**src/rtl/uart_rx_fifo_pkg.sv**
```systemverilog
// -----------------------------------------------------------------------------
// uart_rx_fifo_pkg
// Shared UART definitions used by the receive FIFO and its neighbours:
//   - parity mode encodings
//   - the FIFO entry layout {err, data}
//   - the width and ceiling of the saturating status counters
// -----------------------------------------------------------------------------
package uart_rx_fifo_pkg;

    typedef enum logic [1:0] {
        PARITY_NONE = 2'd0,
        PARITY_EVEN = 2'd1,
        PARITY_ODD  = 2'd2
    } parity_mode_e;

    localparam int UART_DATA_BITS = 8;

    typedef struct packed {
        logic                      err;
        logic [UART_DATA_BITS-1:0] data;
    } uart_entry_t;

    localparam int               CNT_W   = 8;
    localparam logic [CNT_W-1:0] CNT_MAX = '1;

endpackage

```
**src/rtl/uart_rx_fifo_if.sv**
```systemverilog
// -----------------------------------------------------------------------------
// uart_rx_fifo_if
// First-word-fall-through valid/ready stream carrying one received entry.
//   m_data  : head entry character
//   m_err   : head entry error flag
//   m_valid : head entry present
//   m_ready : consumer accepts the head entry
// Modports: master (FIFO side), slave (consumer side).
// -----------------------------------------------------------------------------
interface uart_rx_fifo_if #(
    parameter int DATA_BITS = 8
);
    logic [DATA_BITS-1:0] m_data;
    logic                 m_err;
    logic                 m_valid;
    logic                 m_ready;

    modport master (output m_data, output m_err, output m_valid, input m_ready);
    modport slave  (input m_data, input m_err, input m_valid, output m_ready);
endinterface

```
**src/rtl/uart_fifo_ram.sv**
```systemverilog
// -----------------------------------------------------------------------------
// uart_fifo_ram
// DEPTH x WIDTH register array, one synchronous write port and one
// asynchronous read port. Contents are not reset.
//   clk   : clock
//   we    : write enable
//   waddr : write address
//   wdata : write data
//   raddr : read address
//   rdata : read data (combinational from raddr)
// -----------------------------------------------------------------------------
module uart_fifo_ram #(
    parameter int DEPTH = 16,
    parameter int WIDTH = 9
) (
    input  logic                     clk,
    input  logic                     we,
    input  logic [$clog2(DEPTH)-1:0] waddr,
    input  logic [WIDTH-1:0]         wdata,
    input  logic [$clog2(DEPTH)-1:0] raddr,
    output logic [WIDTH-1:0]         rdata
);
    logic [WIDTH-1:0] mem [DEPTH];

    always_ff @(posedge clk) begin
        if (we) begin
            mem[waddr] <= wdata;
        end
    end

    assign rdata = mem[raddr];
endmodule

```
**src/rtl/uart_rx_fifo.sv**
```systemverilog
// -----------------------------------------------------------------------------
// uart_rx_fifo
// Receive buffer behind the UART receiver. Each rx_valid / rx_error pulse
// becomes one {err, data} entry, presented first-word-fall-through on m_if.
//   clk, rst_n            : clock, asynchronous active-low reset
//   rx_data, rx_valid,
//   rx_error              : receiver character and one-cycle pulses
//   m_if (master)         : m_data / m_err / m_valid / m_ready head port
//   flush                 : synchronous clear of queue contents
//   clr_status            : clears overrun, err_count, drop_count
//   level, empty, full,
//   almost_full           : occupancy and flags from the registered level
//   overrun               : sticky, a push was lost to a full queue
//   err_count, drop_count : saturating event counters
// -----------------------------------------------------------------------------
module uart_rx_fifo
    import uart_rx_fifo_pkg::*;
#(
    parameter int DATA_BITS    = 8,
    parameter int DEPTH        = 16,
    parameter int AF_THRESH    = 12,
    parameter int STORE_ERRORS = 1
) (
    input  logic                     clk,
    input  logic                     rst_n,
    input  logic [DATA_BITS-1:0]     rx_data,
    input  logic                     rx_valid,
    input  logic                     rx_error,
    uart_rx_fifo_if.master           m_if,
    input  logic                     flush,
    input  logic                     clr_status,
    output logic [$clog2(DEPTH):0]   level,
    output logic                     empty,
    output logic                     full,
    output logic                     almost_full,
    output logic                     overrun,
    output logic [CNT_W-1:0]         err_count,
    output logic [CNT_W-1:0]         drop_count
);
    localparam int AW    = $clog2(DEPTH);
    localparam int LVL_W = AW + 1;

    localparam logic [LVL_W-1:0] DEPTH_L = LVL_W'(DEPTH);
    localparam logic [LVL_W-1:0] AF_L    = LVL_W'(AF_THRESH);
    localparam logic             STORE_EN = (STORE_ERRORS != 0);

    function automatic logic [CNT_W-1:0] sat_inc(input logic [CNT_W-1:0] c);
        return (c == CNT_MAX) ? c : c + CNT_W'(1);
    endfunction

    // Pointers carry one extra wrap bit; they wrap modulo 2*DEPTH.
    logic [LVL_W-1:0]   wr_ptr, rd_ptr;
    logic [DATA_BITS:0] rd_entry;
    logic               push_req, push_ok, pop, lost;

    assign empty       = (level == '0);
    assign full        = (level == DEPTH_L);
    assign almost_full = (level >= AF_L);

    assign m_if.m_valid = !empty;
    // Zero while nothing is held, so outputs read 0 straight out of reset
    // even though storage is never cleared.
    assign m_if.m_data  = m_if.m_valid ? rd_entry[DATA_BITS-1:0] : '0;
    assign m_if.m_err   = m_if.m_valid ? rd_entry[DATA_BITS] : 1'b0;

    assign push_req = rx_valid | (rx_error & STORE_EN);
    assign pop      = m_if.m_valid & m_if.m_ready;
    // A full queue still takes a push when the head leaves in the same cycle.
    assign push_ok  = push_req & (!full | pop);
    assign lost     = push_req & full & !pop;

    uart_fifo_ram #(
        .DEPTH (DEPTH),
        .WIDTH (DATA_BITS + 1)
    ) u_ram (
        .clk   (clk),
        .we    (push_ok & !flush),
        .waddr (wr_ptr[AW-1:0]),
        .wdata ({rx_error, rx_data}),
        .raddr (rd_ptr[AW-1:0]),
        .rdata (rd_entry)
    );

    always_ff @(posedge clk or negedge rst_n) begin
        if (!rst_n) begin
            wr_ptr <= '0;
            rd_ptr <= '0;
            level  <= '0;
        end else if (flush) begin
            wr_ptr <= '0;
            rd_ptr <= '0;
            level  <= '0;
        end else begin
            if (push_ok) begin
                wr_ptr <= wr_ptr + LVL_W'(1);
            end
            if (pop) begin
                rd_ptr <= rd_ptr + LVL_W'(1);
            end
            if (push_ok && !pop) begin
                level <= level + LVL_W'(1);
            end else if (pop && !push_ok) begin
                level <= level - LVL_W'(1);
            end
        end
    end

    // Status is untouched by flush; a same-cycle event beats clr_status.
    always_ff @(posedge clk or negedge rst_n) begin
        if (!rst_n) begin
            overrun    <= 1'b0;
            err_count  <= '0;
            drop_count <= '0;
        end else if (clr_status) begin
            overrun    <= lost;
            err_count  <= rx_error ? CNT_W'(1) : '0;
            drop_count <= lost ? CNT_W'(1) : '0;
        end else begin
            if (lost) begin
                overrun    <= 1'b1;
                drop_count <= sat_inc(drop_count);
            end
            if (rx_error) begin
                err_count <= sat_inc(err_count);
            end
        end
    end
endmodule

```
**src/flat_wrapper.sv**
```systemverilog
// flat-port wrapper written by rule: the top's interface ports become plain ports
module uart_rx_fifo_flat import uart_rx_fifo_pkg::*;
#(
    parameter int DATA_BITS    = 8,
    parameter int DEPTH        = 16,
    parameter int AF_THRESH    = 12,
    parameter int STORE_ERRORS = 1
)
  (clk, rst_n, rx_data, rx_valid, rx_error, flush, clr_status, level, empty, full, almost_full, overrun, err_count, drop_count, m_if_m_data, m_if_m_err, m_if_m_valid, m_if_m_ready);
  uart_rx_fifo_if #(.DATA_BITS(DATA_BITS)) m_if_i ();
  input  logic clk;
  input  logic rst_n;
  input  logic [DATA_BITS-1:0] rx_data;
  input  logic rx_valid;
  input  logic rx_error;
  input  logic flush;
  input  logic clr_status;
  output logic [$clog2(DEPTH):0] level;
  output logic empty;
  output logic full;
  output logic almost_full;
  output logic overrun;
  output logic [CNT_W-1:0] err_count;
  output logic [CNT_W-1:0] drop_count;
  output wire logic [$bits(m_if_i.m_data)-1:0] m_if_m_data;
  output wire logic [$bits(m_if_i.m_err)-1:0] m_if_m_err;
  output wire logic [$bits(m_if_i.m_valid)-1:0] m_if_m_valid;
  input wire logic [$bits(m_if_i.m_ready)-1:0] m_if_m_ready;
  assign m_if_m_data = m_if_i.m_data;
  assign m_if_m_err = m_if_i.m_err;
  assign m_if_m_valid = m_if_i.m_valid;
  assign m_if_i.m_ready = m_if_m_ready;
  uart_rx_fifo #(.DATA_BITS(DATA_BITS), .DEPTH(DEPTH), .AF_THRESH(AF_THRESH), .STORE_ERRORS(STORE_ERRORS)) u_core (.clk(clk), .rst_n(rst_n), .rx_data(rx_data), .rx_valid(rx_valid), .rx_error(rx_error), .m_if(m_if_i), .flush(flush), .clr_status(clr_status), .level(level), .empty(empty), .full(full), .almost_full(almost_full), .overrun(overrun), .err_count(err_count), .drop_count(drop_count));
endmodule
```
**config.mk**
```make
export PLATFORM = sky130hd
export DESIGN_NAME = uart_rx_fifo_flat
export DESIGN_NICKNAME = d
export VERILOG_FILES = /design/src/rtl/uart_rx_fifo_pkg.sv /design/src/rtl/uart_rx_fifo_if.sv /design/src/rtl/uart_fifo_ram.sv /design/src/rtl/uart_rx_fifo.sv /design/src/flat_wrapper.sv
export SDC_FILE = /design/constraint.sdc
export NUM_CORES = 1
export LEC_CHECK = 0
export ABC_AREA = 0
export CAP_MARGIN = 20
export CORE_MARGIN = 1.5
export CORE_UTILIZATION = 59
export CTS_CLUSTER_DIAMETER = 150
export CTS_CLUSTER_SIZE = 25
export DETAILED_ROUTE_END_ITERATION = 12
export PLACE_DENSITY = 0.85
export SYNTH_ARGS = -nofsm -noshare
export SYNTH_HDL_FRONTEND = slang
export SYNTH_HIERARCHICAL = 1
export SYNTH_SLANG_ARGS = --single-unit
```
**constraint.sdc**
```tcl
create_clock -name clk -period 3 [get_ports clk]
set_input_delay 0.6 -clock clk [delete_from_list [all_inputs] [get_ports clk]]
set_output_delay 0.6 -clock clk [all_outputs]
set_load 0.03 [all_outputs]
```
==> results of run 1 <==
-- stage by stage --
step | instance area (µm²) | power, W | setup WS [ns] | cells | utilization, %
finish | 8931 | 0.006714 | 0.06158 | 720 | 73.44
global route | 8931 | 0.006981 | -0.01245 | 720 | 73.44
CTS | 8939 | 0.006738 | -0.02601 | 717 | 73.50
detailed placement | 8304 | 0.004691 | 0.07205 | 679 | 68.28
global placement | 8304 | 0.004629 | 0.1276 | 679 | 68.28
floorplan | 7460 | 0.004081 | 0.09856 | 448 | -
-- placed cells by master, fill, tap and decap left out, types with 7 or more instances in the layout --
cell type,instances
edfxtp_1,144
buf_4,41
clkdlybuf4s50_1,38
nor2_1,36
dfrtp_1,29
mux4_2,24
nand2_1,18
clkbuf_16,17
nor3_1,14
a21oi_1,13
nor2b_1,12
mux4_1,12
nand3_1,11
a22oi_2,10
ha_1,8
a22oi_1,8
o21ai_0,7
-- registers in the layout, indices dropped and copies added (netlist names) --
name,cells
u_core/u_ram/mem,144
u_core/level,5
u_core/rd_ptr,4
u_core/err_count,8
u_core/overrun,1
u_core/wr_ptr,4
u_core/drop_count,8
-- metal layers --
layer / vias up / track usage [%] / share of wire (%)
li1: 1973 / - / -
met1: 2235 / 33.58 / 39
met2: 210 / 44.54 / 51
met3: 21 / 5.482 / 7.8
met4: 0 / 10.45 / 1.8
met5: - / 0 / 0
-- critical path, stage by stage (launching register included) --
cell and delay [ns]:
dfrtp_2 0.45, buf_12 0.17, mux4_2 0.52, a22oi_1 0.27, nand2_1 0.07, nor2b_1 0.13, clkdlybuf4s15_2 0.28
-- cells by family after synthesis --
kind of cell | after synthesis
flip-flops | 174
AND/OR/NAND/NOR | 128
AO/OA/AOI/OAI | 57
multiplexers | 44
buffers and inverters | 28
adder cells (fa/ha/maj) | 9
XOR/XNOR | 8
-- power by group --
group          leakage, nW  switching, W  internal, W
Sequential            1.70     0.0000968      0.00272
Combinational         1.15       0.00102     0.000896
Clock                0.261      0.000863      0.00113
Total                 3.11       0.00198      0.00474
-- worst min-delay path by stage --
stage              startpoint                   end
2_1_floorplan           rst_n  u_core/drop_count[0]
3_3_place_gp   u_core/overrun        u_core/overrun
3_5_place_dp   u_core/overrun        u_core/overrun
4_1_cts        u_core/overrun        u_core/overrun
5_1_grt        u_core/overrun        u_core/overrun
6_report       u_core/overrun        u_core/overrun
-- final cells by class --
cell class	instances	area share [%]
Clock inverter	13	1.107
Tap cell	168	2.354
Multi-Input combinational cell	246	25.11
Sequential cell	174	56.84
Clock buffer	19	4.847
Inverter	6	0.2522
Timing Repair Buffer	94	9.498
-- repair_timing --
item,in CTS,in global routing
setup endpoints to repair,10,9
setup buffers,6,3
gates resized for setup,40,17
pin swaps,1,2
==> impl_metrics.env, run 1 <==
export IMPL_cts_root_buf="clkbuf_16"
export IMPL_ys_seq_area_share_pct=68.08
export IMPL_diodes=0
export IMPL_worstMarginPinSlew_ns=0.6651
export IMPL_drt_iter0_markers=485
export IMPL_critPathArrivalTime_ns=2.34
export IMPL_synth_avg_cell_area_um2=16.64
export IMPL_endpoint="m_if_m_data[0]"
export IMPL_leakage_nw=3.114
export IMPL_synthSimpleGateAreaFrac_pct=8.912
export IMPL_antenna_found_initial=0
export IMPL_synth_cells=448
export IMPL_yosysUniqueCellTypes=56
export IMPL_ys_warn_count=6
export IMPL_gp_congestion=0.8507
export IMPL_seqCellArea_um2=5076
export IMPL_port_buffers=49
export IMPL_worstSkewPairLatency_ns=0.42
export IMPL_ys_flop_type="edfxtp_1"
export IMPL_placementRows=40
export IMPL_synth_top_cell_area_share_pct=58.01
export IMPL_cts_htree_levels=4
export IMPL_grt_overflow_total=0
export IMPL_clk_path_buf_depth=2
export IMPL_die_w_um=115.4
export IMPL_start_util_pct=61.30
export IMPL_synth_mux_area_share_pct=12.77
export IMPL_crit_path_start_kind="flop"
export IMPL_synth_most_common_cell="edfxtp_1"
export IMPL_drt_wl_total_mm=16.00
export IMPL_r2r_setup_slack_ns=0.20
export IMPL_max_freq_mhz=340.3
export IMPL_synth_adder_area_share_pct=1.611
export IMPL_worst_setup_path_end_kind="primary output"
export IMPL_hold_viol=0
export IMPL_grt_pass1_wl_mm=24.92
export IMPL_fp_dieH_um=115.4
export IMPL_drive_gt1_share_pct=23.19
export IMPL_post_drt_wl_per_cell_um=22.22
export IMPL_reg2regPathDepth=8
export IMPL_cts_sinks=174
export IMPL_remaining_drc_errors=0
export IMPL_skew_ns=0.006924
export IMPL_ant_nets=0
export IMPL_drv_slew=0
export IMPL_drt_pass1_iterations=5
export IMPL_synthTopCellsByArea="edfxtp_1, dfrtp_1, mux4_2"
export IMPL_ys_ff_latch=174
export IMPL_synthTopCellsByCount="edfxtp_1, nor2_1, dfrtp_1, mux4_2"
export IMPL_required_ns=2.40
export IMPL_avgViaCountPerCell=6.165
export IMPL_multi_input_area_um2=2242
export IMPL_status="finished clean"
export IMPL_cts_buffers=17
export IMPL_die_area_um2=13320
export IMPL_track_usage_pct=26.29
export IMPL_setup_viol=0
export IMPL_synth_compound_area_share_pct=5.203
export IMPL_startpoint="u_core/rd_ptr[0]"
export IMPL_synthXorXnorAreaFrac_pct=0.9399
export IMPL_rsz0062_at_grt="true"
export IMPL_path_clk_slew_ns=0.06
export IMPL_r2r_end="u_core/level[4]"
export IMPL_cellPowerDensity_nw_per_um2=751.8
export IMPL_hold_depth=2
export IMPL_grt_max_degree=36
export IMPL_nNetsFinal=563
export IMPL_synth_area_um2=7455
export IMPL_fin_setup_tns_ns=0
export IMPL_worst_setup_path_type="reg -> out"
export IMPL_io_pins=50
export IMPL_cp_max_fo=11
export IMPL_hpwl_mm=9.813
export IMPL_cts_tree="done"
export IMPL_cts_hold_buf=0
export IMPL_fin_crit_sh_pct=97.95
export IMPL_r2r_start="u_core/level[3]"
export IMPL_fillers=737
export IMPL_vias=4439
export IMPL_whs_ns=0.5363
export IMPL_synth_fp_nets=472
export IMPL_area_delta_synth_final_pct=19.81
export IMPL_slew_headroom_pct=55.52
export IMPL_fin_crit_ns=2.938
export IMPL_first_global_vias=4526
export IMPL_hp_class="reg -> reg"
export IMPL_synth_edff_count=144
export IMPL_async_flop_share_pct=17.24
export IMPL_synth_top_family_by_area="multiplexers"
export IMPL_yosysTopAreaCell="edfxtp_1"
export IMPL_ir_worst_vdd_mv=0.4544
export IMPL_core_area_um2=12160
export IMPL_cap_viol_max_count=0
No activity file was read; power rests on OpenSTA's default activity.
==> inputs of run 2 (changes only) <==
- CORE_MARGIN: 1.5 -> 3
- GPL_TIMING_DRIVEN: not set -> 1
==> run 2 against run 1 <==
Net effect: design area increased by 0.21%; sequential share of layout area shrank 0.12 points; largest power group unchanged; sequential power hardly changed; critical path type unchanged; flip-flop and latch count did not move; setup slack worse by 0.036 ns; clock-buffer cell count is the same; final cell count unchanged; non-clock buffer count rose by 1; global-route usage fell by 2.2 points; combinational power hardly changed; first-iteration DRC count decreased by 22%; die area grew 5.3%.
==> impl_metrics.env, run 2 (same netlist as run 1, synthesis figures left out) <==
export IMPL_status="finished clean"
export IMPL_io_pins=50
export IMPL_drive_gt1_share_pct=22.10
export IMPL_fp_dieH_um=118.4
export IMPL_cp_slowest_cell="mux4_1"
export IMPL_grt_pass1_wl_mm=25.55
export IMPL_first_global_vias=4690
export IMPL_slowest_delay_ns=0.58
export IMPL_post_drt_wl_per_cell_um=21.75
export IMPL_dp_slack_ns=0.06740
export IMPL_nNetsFinal=564
export IMPL_die_w_um=118.4
export IMPL_fillers=751
export IMPL_cpLargestDelayFamily="multiplexers"
export IMPL_grt_max_degree=40
export IMPL_start_util_pct=61.30
export IMPL_worst_path_buf_inv=3
export IMPL_gp_congestion=0.8521
export IMPL_remaining_drc_errors=0
export IMPL_hpwl_mm=9.781
export IMPL_avgViaCountPerCell=6.149
export IMPL_rsz0062_at_grt="true"
export IMPL_finalWorstSetupSlack_ns=0.02600
export IMPL_critPathArrivalTime_ns=2.37
export IMPL_placementRows=40
export IMPL_diodes=0
export IMPL_setup_viol=0
export IMPL_cts_buffers=17
export IMPL_track_usage_pct=24.11
export IMPL_cp_cell_sequence="buf_4 > buf_12 > mux4_1 > a22oi_2 > nand2_1 > nor2b_1 > buf_2"
export IMPL_worst_setup_path_end_kind="primary output"
export IMPL_drt_pass1_iterations=5
export IMPL_slew_headroom_pct=56.74
export IMPL_die_area_um2=14020
export IMPL_area_delta_synth_final_pct=20.06
export IMPL_fin_util_pct=73.59
export IMPL_ant_nets=0
export IMPL_max_freq_mhz=336.2
export IMPL_ir_worst_vdd_mv=0.4529
export IMPL_mostFrequentLayoutCell="edfxtp_1"
export IMPL_skew_ns=0.006999
export IMPL_cap_viol_max_count=0
export IMPL_regMostFlops="u_core/u_ram/mem"
export IMPL_leakage_nw=3.125
export IMPL_required_ns=2.40
export IMPL_cts_sinks=174
export IMPL_clk_path_buf_depth=2
export IMPL_antenna_found_initial=0
export IMPL_crit_path_start_kind="flop"
export IMPL_hp_class="in -> async"
export IMPL_final_cell_mix="edfxtp_1, buf_4, clkdlybuf4s50_1"
export IMPL_reg_top3="u_core/u_ram/mem (144), u_core/drop_count (8), u_core/err_count (8)"
export IMPL_drt_wl_total_mm=15.66
export IMPL_whs_ns=0.4820
export IMPL_worst_setup_path_type="reg -> out"
export IMPL_drv_slew=0
export IMPL_core_area_um2=12160
export IMPL_port_buffers=49
export IMPL_cp_max_fo=9
export IMPL_path_clk_slew_ns=0.06
export IMPL_fin_crit_ns=2.974
export IMPL_cts_htree_levels=4
export IMPL_worstSkewPairLatency_ns=0.43
export IMPL_seqCellArea_um2=5076
export IMPL_vias=4427
export IMPL_drt_iter0_markers=377
export IMPL_worstMarginPinSlew_ns=0.6421
export IMPL_multi_input_area_um2=2225
export IMPL_cellPowerDensity_nw_per_um2=759.0
export IMPL_hold_viol=0
export IMPL_largest_register_ffs=144
export IMPL_grt_overflow_total=0
export IMPL_cts_tree="done"
export IMPL_cts_root_buf="clkbuf_16"
export IMPL_fin_crit_sh_pct=99.13
==> run 2: repair_timing <==
item	4_1_cts	5_1_grt
endpoints found under the setup margin	10	9
pin swaps	1	0
gates resized for setup	33	16
hold buffers	0	0
setup buffers	8	3
==> run 2: final timing paths <==
path / start / to / slack, ns / cells after the start
max in group asynchronous: rst_n / u_core/drop_count[4] / 1.87 / 2
min in group clk: u_core/overrun / u_core/overrun / 0.54 / 2
worst max-delay path: u_core/rd_ptr[0] / m_if_m_data[2] / 0.03 / 7
worst max register to register: u_core/level[3] / u_core/level[4] / 0.20 / 8
worst min register to register: u_core/overrun / u_core/overrun / 0.54 / 2
worst min-delay path: rst_n / u_core/rd_ptr[1] / 0.48 / 1
==> run 2: routing by layer <==
metal | vias to the layer above | track usage (%) | wire length, µm
li1 | 1975 | - | -
met1 | 2216 | 31.07 | 6357
met2 | 198 | 40.44 | 7932
met3 | 38 | 5.215 | 957
met4 | 0 | 9.558 | 415
met5 | - | 0 | 0
==> run 2: power by group <==
group,total (W),internal [W],switching (W)
logic,0.00190,0.000898,0.00100
clock network,0.00208,0.00121,0.000869
registers,0.00281,0.00272,0.0000963
total,0.00679,0.00482,0.00197
==> run 2: final cells by class <==
type / count / area share, %
multi-input combinational: 246 / 24.86
clock buffer: 19 / 4.837
sequential: 174 / 56.72
inverter: 6 / 0.2516
tap: 168 / 2.349
timing repair buffer: 95 / 9.632
clock inverter: 12 / 1.356
==> run 2: through the flow <==
step	std cells	area (µm²)	power (W)	setup TNS (ns)
3_3_place_gp	678	8309	0.004645	0
5_1_grt	720	8950	0.007068	-0.02652
3_5_place_dp	678	8309	0.004698	0
4_1_cts	717	8946	0.006820	-0.03970
2_1_floorplan	448	7460	0.004081	0
6_report	720	8950	0.006793	0
==> inputs of run 3 (changes only) <==
- clock period: 3 -> 3.3 ns (I/O delays scaled with it)
==> run 3 against run 2 <==
Net effect: routed wire length rose by 2.8%; critical path depth fell by 1; largest power group unchanged; largest cell class unchanged; register-to-register slack improved by 0.21 ns; die area did not move; highest routed layer unchanged.
==> impl_metrics.env, run 3 (same netlist as run 1, synthesis figures left out) <==
export IMPL_postCtsSetupRepairBufs=0
export IMPL_area_delta_synth_final_pct=18.56
export IMPL_sw_frac_of_total_pct=28.72
export IMPL_p_switching_w=0.001761
export IMPL_placed_cell_area_um2=8239
export IMPL_use_met2_pct=38.66
export IMPL_fin_setup_tns_ns=0
export IMPL_r2r_setup_slack_ns=0.41
export IMPL_core_area_um2=12160
export IMPL_worstMarginPinSlew_ns=0.6512
export IMPL_ir_worst_vdd_mv=0.5267
export IMPL_slowest_delay_ns=0.66
export IMPL_grtUsageMet1_pct=30.23
export IMPL_fin_crit_ns=3.254
export IMPL_cp_slowest_cell="mux4_1"
export IMPL_placementRows=40
export IMPL_die_w_um=118.4
export IMPL_cts_hold_buf=0
export IMPL_grt_pass1_wl_mm=24.90
export IMPL_regMostFlops="u_core/u_ram/mem"
export IMPL_hold_depth=2
export IMPL_drt_pass1_iterations=5
export IMPL_cts_htree_levels=4
export IMPL_leakage_nw=3.077
export IMPL_clkPwrFrac_pct=32.0
export IMPL_io_pins=50
export IMPL_remaining_drc_errors=0
export IMPL_worst_setup_path_type="reg -> out"
export IMPL_cts_tree="done"
export IMPL_drt_iter0_markers=369
export IMPL_first_global_vias=4478
export IMPL_grt_overflow_total=0
export IMPL_stdcell_area_um2=8838
export IMPL_cp_max_fo=15
export IMPL_die_area_um2=14020
export IMPL_hold_viol=0
export IMPL_drv_slew=0
export IMPL_worstSkewPairLatency_ns=0.41
export IMPL_final_cell_mix="edfxtp_1, clkdlybuf4s50_1, nor2_1"
export IMPL_gr_usage_met3_pct=7.033
export IMPL_critPathArrivalTime_ns=2.59
export IMPL_gp_congestion=0.9036
export IMPL_p_int_w=0.004370
export IMPL_reg2regPathDepth=8
export IMPL_min_delay_worst_endpoint="u_core/overrun"
export IMPL_nNetsFinal=550
export IMPL_cts_buffers=17
export IMPL_mostFrequentLayoutCell="edfxtp_1"
export IMPL_ant_nets=0
export IMPL_clk_path_buf_depth=2
export IMPL_reg_top3="u_core/u_ram/mem (144), u_core/drop_count (8), u_core/err_count (8)"
export IMPL_track_usage_pct=23.67
export IMPL_hpwl_mm=10.05
export IMPL_power_frac_comb_pct=26.0
export IMPL_largest_register_ffs=144
export IMPL_hp_class="reg -> reg"
export IMPL_max_freq_mhz=307.3
export IMPL_fp_dieH_um=118.4
export IMPL_r2r_end="u_core/level[4]"
export IMPL_path_clk_slew_ns=0.06
export IMPL_crit_path_start_kind="flop"
export IMPL_status="finished clean"
export IMPL_setup_viol=0
export IMPL_gr_max_usage_layer="met2"
export IMPL_cts_root_buf="clkbuf_16"
export IMPL_vias=4483
export IMPL_fin_crit_sh_pct=98.61
export IMPL_hp_start="u_core/overrun"
export IMPL_antenna_found_initial=0
export IMPL_drive_gt1_share_pct=16.88
export IMPL_total_power_w=0.006131
export IMPL_start_util_pct=61.30
export IMPL_required_ns=2.64
export IMPL_cap_viol_max_count=0
export IMPL_grt_max_degree=31
export IMPL_port_buffers=49
export IMPL_worst_setup_path_end_kind="primary output"
export IMPL_avgViaCountPerCell=6.341
export IMPL_r2r_start="u_core/level[1]"
export IMPL_seq_power_share_pct=42.0
export IMPL_cellPowerDensity_nw_per_um2=693.7
export IMPL_diodes=0
export IMPL_cp_cell_sequence="buf_12 > mux4_1 > a22oi_1 > nand2_1 > nor2b_1 > dlygate4sd2_1"
export IMPL_skew_ns=0.008666
export IMPL_slew_headroom_pct=56.45
export IMPL_drt_wl_total_mm=16.10
export IMPL_post_drt_wl_per_cell_um=22.78
export IMPL_cts_sinks=174
run 3: changes by cell type in the layout (fill, tap and decap cells not counted), sizes merged:
| cell | delta |
|---|---|
| clkdlybuf4s50 | +2 |
| bufinv | +1 |
| clkdlybuf4s15 | -2 |
| clkinvlp | -1 |
| clkbuf | +2 |
| inv | -1 |
| buf | -23 |
| dlygate4sd2 | +8 |
| clkinv | +1 |
run 3: metrics by stage:
| step | std cells | hold slack, ns | setup WS, ns | util, % |
|---|---|---|---|---|
| finish | 707 | 0.5634 | 0.04592 | 72.67 |
| global route | 707 | 0.6098 | -0.009067 | 72.67 |
| CTS | 706 | 0.5782 | 0.02350 | 72.44 |
| detailed placement | 674 | 0.5520 | 0.2314 | 67.75 |
| global placement | 674 | 0.5166 | 0.2995 | 67.75 |
| floorplan | 448 | 0.3644 | 0.1195 | - |
run 3: cell type report:
type | instances | area (µm²)
Clock buffer | 20 | 436.7
Timing Repair Buffer | 81 | 753.2
Fill cell | 765 | 3323
Sequential cell | 174 | 5076
Clock inverter | 12 | 145.1
Tap cell | 168 | 210.2
Multi-Input combinational cell | 246 | 2195
Inverter | 6 | 22.52
run 3: worst max path at each step:
stage,startpoint,endpoint,slack (ns),cells after the start
5_1_grt,u_core/rd_ptr[0],m_if_m_data[5],-0.009,6
6_report,u_core/rd_ptr[0],m_if_m_data[5],0.05,6
2_1_floorplan,rx_error,u_core/u_ram/mem[0][0],0.12,7
3_5_place_dp,m_if_m_ready,u_core/u_ram/mem[0][7],0.23,7
3_3_place_gp,u_core/rd_ptr[0],m_if_m_err,0.30,6
4_1_cts,u_core/rd_ptr[0],m_if_m_data[5],0.02,6
run 3: metal layers:
layer | part of all wire (%) | vias to the layer above
li1 | - | 1945
met3 | 7.5 | 30
met2 | 52 | 249
met1 | 38 | 2259
met5 | 0 | -
met4 | 2.3 | 0
run 3: critical path, delay by kind of cell (launching register included):
| kind | cells | cell delay (ns) |
|---|---|---|
| buffers and inverters | 2 | 0.56 |
| DFF | 1 | 0.46 |
| AOI/OAI and AO/OA | 1 | 0.27 |
| muxes | 1 | 0.66 |
| and+or+nand+nor | 2 | 0.22 |
run 3: power by group through the flow:
stage | clock network [W] | logic [W] | registers, W
6_report | 0.00196 | 0.00159 | 0.00258
5_1_grt | 0.00208 | 0.00169 | 0.00259
4_1_cts | 0.00199 | 0.00157 | 0.00257
3_5_place_dp | 0 | 0.00161 | 0.00261
3_3_place_gp | 0 | 0.00155 | 0.00260
2_1_floorplan | 0 | 0.00107 | 0.00264
run 3: repair_timing:
item,4_1_cts,5_1_grt
cloned,0,1
endpoints found under the setup margin,9,3
resized for setup,9,1
